--- config.mk ---
export PLATFORM = sky130hd
export DESIGN_NAME = rate_detector
export DESIGN_NICKNAME = d
export VERILOG_FILES = /design/src/rtl/rate_detector.sv
export SDC_FILE = /design/constraint.sdc
export NUM_CORES = 1
export LEC_CHECK = 0
export ABC_CLOCK_PERIOD_IN_PS = 3050
export CELL_PAD_IN_SITES_DETAIL_PLACEMENT = 0
export CELL_PAD_IN_SITES_GLOBAL_PLACEMENT = 1
export CORE_AREA = 10 10 98 100
export CTS_CLUSTER_DIAMETER = 120
export DETAILED_ROUTE_END_ITERATION = 6
export DIE_AREA = 0 0 108 110
export GPL_TIMING_DRIVEN = 0
export PLACE_DENSITY = 0.76
export RECOVER_POWER = 100
export SLEW_MARGIN = 30
export SYNTH_ARGS = -nofsm -noshare
export SYNTH_HDL_FRONTEND = slang
export SYNTH_SLANG_ARGS = --single-unit
export TNS_END_PERCENT = 1
--- constraint.sdc ---
create_clock -name Clock -period 3.05 [get_ports Clock]
set_clock_uncertainty 0.05 [all_clocks]
set_input_delay 0.61 -clock Clock [delete_from_list [all_inputs] [get_ports Clock]]
set_output_delay 0.61 -clock Clock [all_outputs]
set_load 0.005 [all_outputs]
--- src/rtl/rate_detector.sv ---
// -----------------------------------------------------------------------------
// rate_detector
//
// Measures the spacing between strobe events on pulse_in and classifies it
// into the 2-bit board rate code (00 = every cycle, 01 ~ 1 s, 10 ~ 2 s,
// 11 ~ 4 s at 50 MHz). This is the receive-side counterpart of the rate
// divider: it rebuilds the divider setting from its enable pulse train.
//
// Optional feature macro: RATE_DETECTOR_SYNC_EN
//   defined   -> pulse_in passes through a 2-flop synchronizer; the event is
//                seen 2 cycles late and every output latency grows by 2.
//   undefined -> pulse_in is used directly and must be synchronous to Clock.
//
// Ports:
//   Clock        in   1      single clock, all state on the rising edge
//   reset_n      in   1      asynchronous active-low reset
//   pulse_in     in   1      event strobe, every cycle sampled high is an event
//   rate         out  2      last classified rate code
//   period       out  CNT_W  last measured interval in cycles
//   valid        out  1      one-cycle pulse: new rate/period loaded
//   rate_change  out  1      one-cycle pulse with valid when the code changed
//   locked       out  1      high while measurements are current
//   lost         out  1      one-cycle pulse when the interval hits TIMEOUT
// -----------------------------------------------------------------------------
module rate_detector #(
    parameter int unsigned CNT_W   = 28,
    parameter int unsigned TH1     = 25_000_000,
    parameter int unsigned TH2     = 75_000_000,
    parameter int unsigned TH3     = 150_000_000,
    parameter int unsigned TIMEOUT = 250_000_000
) (
    input  logic             Clock,
    input  logic             reset_n,
    input  logic             pulse_in,
    output logic [1:0]       rate,
    output logic [CNT_W-1:0] period,
    output logic             valid,
    output logic             rate_change,
    output logic             locked,
    output logic             lost
);

    typedef enum logic [1:0] {
        S_IDLE    = 2'b00,
        S_MEASURE = 2'b01,
        S_LOST    = 2'b10
    } state_t;

    localparam logic [CNT_W-1:0] C_ZERO    = {CNT_W{1'b0}};
    localparam logic [CNT_W-1:0] C_ONE     = {{(CNT_W-1){1'b0}}, 1'b1};
    localparam logic [CNT_W-1:0] C_TH1     = CNT_W'(TH1);
    localparam logic [CNT_W-1:0] C_TH2     = CNT_W'(TH2);
    localparam logic [CNT_W-1:0] C_TH3     = CNT_W'(TH3);
    localparam logic [CNT_W-1:0] C_TIMEOUT = CNT_W'(TIMEOUT);

    // Map a measured interval onto the board rate code.
    function automatic logic [1:0] classify(input logic [CNT_W-1:0] p);
        logic [1:0] code;
        if (p < C_TH1) begin
            code = 2'b00;
        end else if (p < C_TH2) begin
            code = 2'b01;
        end else if (p < C_TH3) begin
            code = 2'b10;
        end else begin
            code = 2'b11;
        end
        return code;
    endfunction

    state_t           r_state;
    logic [CNT_W-1:0] r_cnt;
    logic [1:0]       r_rate;
    logic [CNT_W-1:0] r_period;
    logic             r_valid;
    logic             r_rate_change;
    logic             r_locked;
    logic             r_lost;

    state_t           w_state_nxt;
    logic [CNT_W-1:0] w_cnt_nxt;
    logic [1:0]       w_rate_nxt;
    logic [CNT_W-1:0] w_period_nxt;
    logic             w_valid_nxt;
    logic             w_rate_change_nxt;
    logic             w_locked_nxt;
    logic             w_lost_nxt;
    logic [1:0]       w_code;
    logic             w_ev;

`ifdef RATE_DETECTOR_SYNC_EN
    logic r_sync1;
    logic r_sync2;

    // Two-flop synchronizer for asynchronous strobe sources.
    always_ff @(posedge Clock or negedge reset_n) begin
        if (!reset_n) begin
            r_sync1 <= 1'b0;
            r_sync2 <= 1'b0;
        end else begin
            r_sync1 <= pulse_in;
            r_sync2 <= r_sync1;
        end
    end

    assign w_ev = r_sync2;
`else
    assign w_ev = pulse_in;
`endif

    assign w_code = classify(r_cnt);

    // State, interval counter and registered outputs.
    always_ff @(posedge Clock or negedge reset_n) begin
        if (!reset_n) begin
            r_state       <= S_IDLE;
            r_cnt         <= C_ZERO;
            r_rate        <= 2'b00;
            r_period      <= C_ZERO;
            r_valid       <= 1'b0;
            r_rate_change <= 1'b0;
            r_locked      <= 1'b0;
            r_lost        <= 1'b0;
        end else begin
            r_state       <= w_state_nxt;
            r_cnt         <= w_cnt_nxt;
            r_rate        <= w_rate_nxt;
            r_period      <= w_period_nxt;
            r_valid       <= w_valid_nxt;
            r_rate_change <= w_rate_change_nxt;
            r_locked      <= w_locked_nxt;
            r_lost        <= w_lost_nxt;
        end
    end

    // Next-state and next-output decode; pulses default low, the rest hold.
    always_comb begin
        w_state_nxt       = r_state;
        w_cnt_nxt         = r_cnt;
        w_rate_nxt        = r_rate;
        w_period_nxt      = r_period;
        w_valid_nxt       = 1'b0;
        w_rate_change_nxt = 1'b0;
        w_locked_nxt      = r_locked;
        w_lost_nxt        = 1'b0;
        case (r_state)
            S_IDLE: begin
                if (w_ev) begin
                    w_state_nxt = S_MEASURE;
                    w_cnt_nxt   = C_ONE;
                end else begin
                    w_state_nxt = S_IDLE;
                end
            end
            S_MEASURE: begin
                // An event on the TIMEOUT cycle is still a valid measurement.
                if (w_ev) begin
                    w_period_nxt      = r_cnt;
                    w_rate_nxt        = w_code;
                    w_valid_nxt       = 1'b1;
                    w_rate_change_nxt = (w_code != r_rate);
                    w_locked_nxt      = 1'b1;
                    w_cnt_nxt         = C_ONE;
                end else if (r_cnt == C_TIMEOUT) begin
                    w_state_nxt  = S_LOST;
                    w_locked_nxt = 1'b0;
                    w_lost_nxt   = 1'b1;
                end else begin
                    w_cnt_nxt = r_cnt + C_ONE;
                end
            end
            S_LOST: begin
                // First event after a loss only re-arms the counter.
                if (w_ev) begin
                    w_state_nxt = S_MEASURE;
                    w_cnt_nxt   = C_ONE;
                end else begin
                    w_state_nxt = S_LOST;
                end
            end
            default: begin
                w_state_nxt  = S_IDLE;
                w_cnt_nxt    = C_ZERO;
                w_locked_nxt = 1'b0;
            end
        endcase
    end

    assign rate        = r_rate;
    assign period      = r_period;
    assign valid       = r_valid;
    assign rate_change = r_rate_change;
    assign locked      = r_locked;
    assign lost        = r_lost;

endmodule

Yosys cells after proc, flatten, opt, wreduce, memory -nomap -nowiden
Cells that the tools add are included.

Bits in registers: 64. Input port bits: 3. Output and inout port bits: 34. Logic and storage cells: 50.

Add/sub/neg operators: 1. Magnitude comparators: 3. Eq/ne operators: 9. Mux-type cells: 22. Bitwise operators: 1. Reductions and logical operators: 6.

Operators with widths (count): $mux W28 (3); $pmux W28 S2 (1); $add A28 B1 Y28 const B (1); $eq A28 B28 Y1 const B (1); $lt A28 B25 Y1 const B (1); $lt A28 B27 Y1 const B (1); $lt A28 B28 Y1 const B (1); $mux W1 (11); $mux W2 (5); $reduce_and A2 Y1 (4); $ne A3 B3 Y1 const B (2); $pmux W2 S3 (1); $ne A2 B2 Y1 const B (2); $eq A2 B1 Y1 const B (1); $eq A2 B2 Y1 const B (1); $logic_not A2 Y1 (1); $ne A2 B1 Y1 const B (1); $ne A2 B2 Y1 (1); $pmux W1 S2 (1); $reduce_or A2 Y1 (1); $not A1 Y1 (1).

Depth between registers and ports, before layout
Depth in word-level cells: 7. Depth in mapped cells: 9. Depth with buffers taken out: 8.

Least setup slack after synthesis
OpenSTA, ideal clock, no wires.

Path type: in2reg. Start point: input port pulse_in. End point: register r_cnt[25]. Library setup time: 79 ps. Data arrival time: 2338 ps. Required time: 2921 ps. Setup slack: 583 ps. Cell stages on the path: 8. Buffers on the path: 3. Path through: buf_2 o2111ai_2 or3_1 buf_2 or4_1 buf_2 or3_1 a21oi_1.

Word-level cells in the longest chain between the ends: 2. Elaborated cells on any way between the ends: 5. Those cells by class: eq/ne (2); mux (2); reduce/logical (1).

Ends and longest elaborated chain: from (decl) (line 34) `input logic pulse_in,`; $mux W28 (tied with other cells) (line 157) `if (w_ev) begin`; $pmux W28 S2 / $reduce_and A2 Y1 (equally long branches); to (signal assigned) (line 126) `r_cnt <= w_cnt_nxt;`; to (decl) (line 72) `logic [CNT_W-1:0] r_cnt;`.

Several ways; a longest one is shown, not always the timed one. A chain may end at the register's enable or synchronous reset.

Worst setup path after layout
Start point: register r_cnt[2]. End point: register r_cnt[27].

Word-level cells in the longest chain between the ends: 4. Elaborated cells on any way between the ends: 7. Those cells by class: add/sub (1); eq/ne (2); mux (3); reduce/logical (1).

Ends and longest elaborated chain: $add A28 B1 Y28 (line 169) `w_cnt_nxt = r_cnt + C_ONE;`; $mux W28 (line 164) `end else if (r_cnt == C_TIMEOUT) begin`; $mux W28 (line 157); $pmux W28 S2 (line 146) `case (r_state)`.

Several ways; a longest one is shown, not always the timed one. The select of a mux whose other input is x is not followed.

==> run_results.csv <==
group,metric,value,unit
run_status,outcome,"finished with violations",
run_status,violations,"capacitance limit, slew limit",
detailed_routing,routed_wl,7660,um
detailed_routing,drcViolationCount,0,
synthesis,yosys-top-cells-area,"dfrtp_1 (51%), nand2_1 (11%), nor2_1 (3.6%)",
power_and_ir_drop,leakagePower,1.81,nW
synthesis,post-synth-top-count-cell,"nand2_1",
clock_network,cts_made_buffers,9,
layout,post-route-util,49.8,%
clock_network,htreeDepth,3,
setup_path,cp-start-kind,"register",
sta,finalHoldViolations,0,
synthesis,synth_fp_nets,364,
detailed_routing,drt_iter0_markers,131,
min_path,hold_path_class,"reg -> reg",
setup_path,path_delay_family,"simple AND/OR/NAND/NOR gates",
synthesis,synth-edff-count,0,
synthesis,synthCells,359,
sta,holdWs,0.418,ns
place,hpwlAfterDp,5620,um
synthesis,synth_common_cells,"nand2_1 (96), dfrtp_1 (64), nor2_1 (30), clkbuf_1 (20), a21oi_1 (18)",
clock_network,postCtsSetupRepairBufs,0,
layout,layout.nets,411,
layout,layout-drive-gt1-share,6.34,%
setup_path,cp_slowest_stage_delay,0.49,ns
global_routing,antenna_found_initial,0,
place,portBuffers,35,
global_routing,grt_first_pass_wirelength,13200,um
sta,period_needed,2.70,ns
detailed_routing,drtAntennaViolNets,0,
synthesis,synth.yosys.seq_area_share,51.0,%
place,gp_congestion,0.828,
run,cap_violations,1,
synthesis,synth_top_cell_by_area,"dfrtp_1",
setup_path,timing.critical_path.mode_cell,"clkbuf_1",
floorplanning,fp.dieH,110,um
clock_network,clk_latency,0.34,ns
detailed_routing,drtPass1Iterations,4,
setup_path,worstSetupPathType,"reg -> reg",
floorplanning,die_x,108,um
clock_network,cts_resized,0,
clock_network,ctsLongestPathBuffers,2,
clock_network,cts.sinks,64,
sta,setup_violations,0,
global_routing,grt_pass1_vias,2602,
sta,fmax,371,MHz
synthesis,synth_top_area_share,51.0,%
detailed_routing,via_per_inst,5.19,
sta,rsz0062_at_grt,"no",
clock_network,clk_pin_slew,0.07,ns
detailed_routing,wl_per_cell,15.0,um
layout,diodes,0,
synthesis,ys.flop_type,"dfrtp_1",
power_and_ir_drop,vdd.ir_drop.worst,0.198,mV
setup_path,required,3.21,ns
floorplanning,rows,32,
setup_path,path_cells,"o2111ai_1 > or3_1 > clkbuf_1 > or4_1 > clkbuf_1 > nor3_1 > xnor2_1 > nor2_1",
clock_network,hold_buffers,0,
clock_network,cts_root_buffer,"clkbuf_8",
synthesis,avgSynthCellArea,8.75,um^2
sta,fin_crit_sh,88.4,%
power_and_ir_drop,finalPower,1.70,mW
setup_path,crit_arrival,2.86,ns
setup_path,cp_slowest_cell,"dfrtp_1",
clock_network,cts_tree,"built",
synthesis,syn_area,3140,um^2
sta,tightestPinTransition,1.55,ns
setup_path,worstPathMaxFanout,7,
floorplanning,ios,37,
power_and_ir_drop,power_density,446,nW/um^2
global_routing,grt.total_usage,14.0,%
sta,relSlewSlack,-3.15,%
floorplanning,core-area,7650,um^2
synthesis,ys_ff_latch,64,
sta,slew_violations,31,
synthesis,synth_async_sr_flop_share,100,%
setup_path,worst-path-buf-inv,2,
synthesis,yosys_warnings,0,
layout,area_growth,21.3,%
synthesis,ys_types,46,
global_routing,grt_overflow,0,
setup_path,critPathCaptureType,"register",
floorplanning,start_util,41.1,%
detailed_routing,vias,2658,
floorplanning,die_area,11900,um^2
global_routing,grt_max_degree,36,
-- power by group --
part | leakage [nW] | total (mW) | internal, mW | switching, mW
clock network | 0.108 | 0.751 | 0.437 | 0.314
logic | 0.833 | 0.0799 | 0.0235 | 0.0565
registers | 0.873 | 0.868 | 0.859 | 0.00893
total | 1.81 | 1.70 | 1.32 | 0.379
-- tightest hold or removal path, stage by stage (launching register included) --
cell and delay, ns:
dfrtp_1 0.33, nand2_1 0.05, nand2_1 0.05
-- sequential cells by signal, indices dropped and copies added, names as in the netlist --
| signal | flops |
|---|---|
| period | 28 |
| r_cnt | 28 |
| r_state | 2 |
| rate | 2 |
| locked | 1 |
| lost | 1 |
| rate_change | 1 |
| valid | 1 |
-- routing by layer --
| metal | vias up | GRT usage, % | routed length (um) |
|---|---|---|---|
| met5 | - | 0 | 0 |
| met4 | 0 | 5.73 | 121 |
| met3 | 9 | 3.13 | 371 |
| met2 | 56 | 22.3 | 3660 |
| met1 | 1277 | 18.1 | 3510 |
| li1 | 1316 | - | - |
-- through the flow --
step	std cells	instance area [um^2]	worst slack, ns	setup TNS, ns
finish	512	3810	0.354	0
global route	512	3810	0.127	0
CTS	512	3840	0.493	0
detailed placement	497	3640	0.370	0
global placement	496	3620	-0.865	-55.13
floorplan	359	3140	0.583	0
-- worst paths after layout --
kind	from	to	slack (ns)	cells past startpoint
max in group asynchronous	reset_n	period[12]$_DFFE_PN0P_	0.76	2
min in group asynchronous	reset_n	valid$_DFF_PN0_	0.59	1
max reg2reg	r_cnt[2]$_DFFE_PN0P_	r_cnt[27]$_DFFE_PN0P_	0.35	8
min reg2reg	period[12]$_DFFE_PN0P_	period[12]$_DFFE_PN0P_	0.42	2
max	r_cnt[2]$_DFFE_PN0P_	r_cnt[27]$_DFFE_PN0P_	0.35	8
min	period[12]$_DFFE_PN0P_	period[12]$_DFFE_PN0P_	0.42	2
-- kinds of logic (layout without fill, tap and decap cells) --
logic type,count (synthesis),after routing,share of synthesized area [%]
simple gates,180,180,26.4
buf+inv,35,86,4.54
fa+ha+maj,2,2,0.796
mux,5,5,1.67
compound gates,59,59,11.7
xor+xnor,14,14,3.90
flops,64,64,51.0
-- cell type report --
| cell class | count | area (um^2) |
|---|---|---|
| Sequential cell | 64 | 1600 |
| Inverter | 8 | 30.0 |
| Timing Repair Buffer | 36 | 349 |
| Buffer | 27 | 110 |
| Tap cell | 102 | 128 |
| Multi-Input combinational cell | 260 | 1390 |
| Clock inverter | 3 | 40.0 |
| Clock buffer | 12 | 165 |
| Fill cell | 776 | 3840 |
-- cells in the final DEF, fill, tap and decap left out, drive strengths merged, types with 4 or more instances in the layout --
cell / Yosys / layout
nor3: 6 / 6
xnor2: 8 / 8
o21ai: 19 / 19
xor2: 6 / 6
nand4: 5 / 5
nand3: 13 / 13
clkbuf: 20 / 36
buf: 7 / 5
dlygate4sd3: 0 / 34
dfrtp: 64 / 64
nor2: 30 / 30
or3: 10 / 10
a21oi: 18 / 18
nand2: 96 / 96
inv: 7 / 7
nor4: 4 / 4
a22oi: 4 / 4
(Power assumes the default switching activity.)
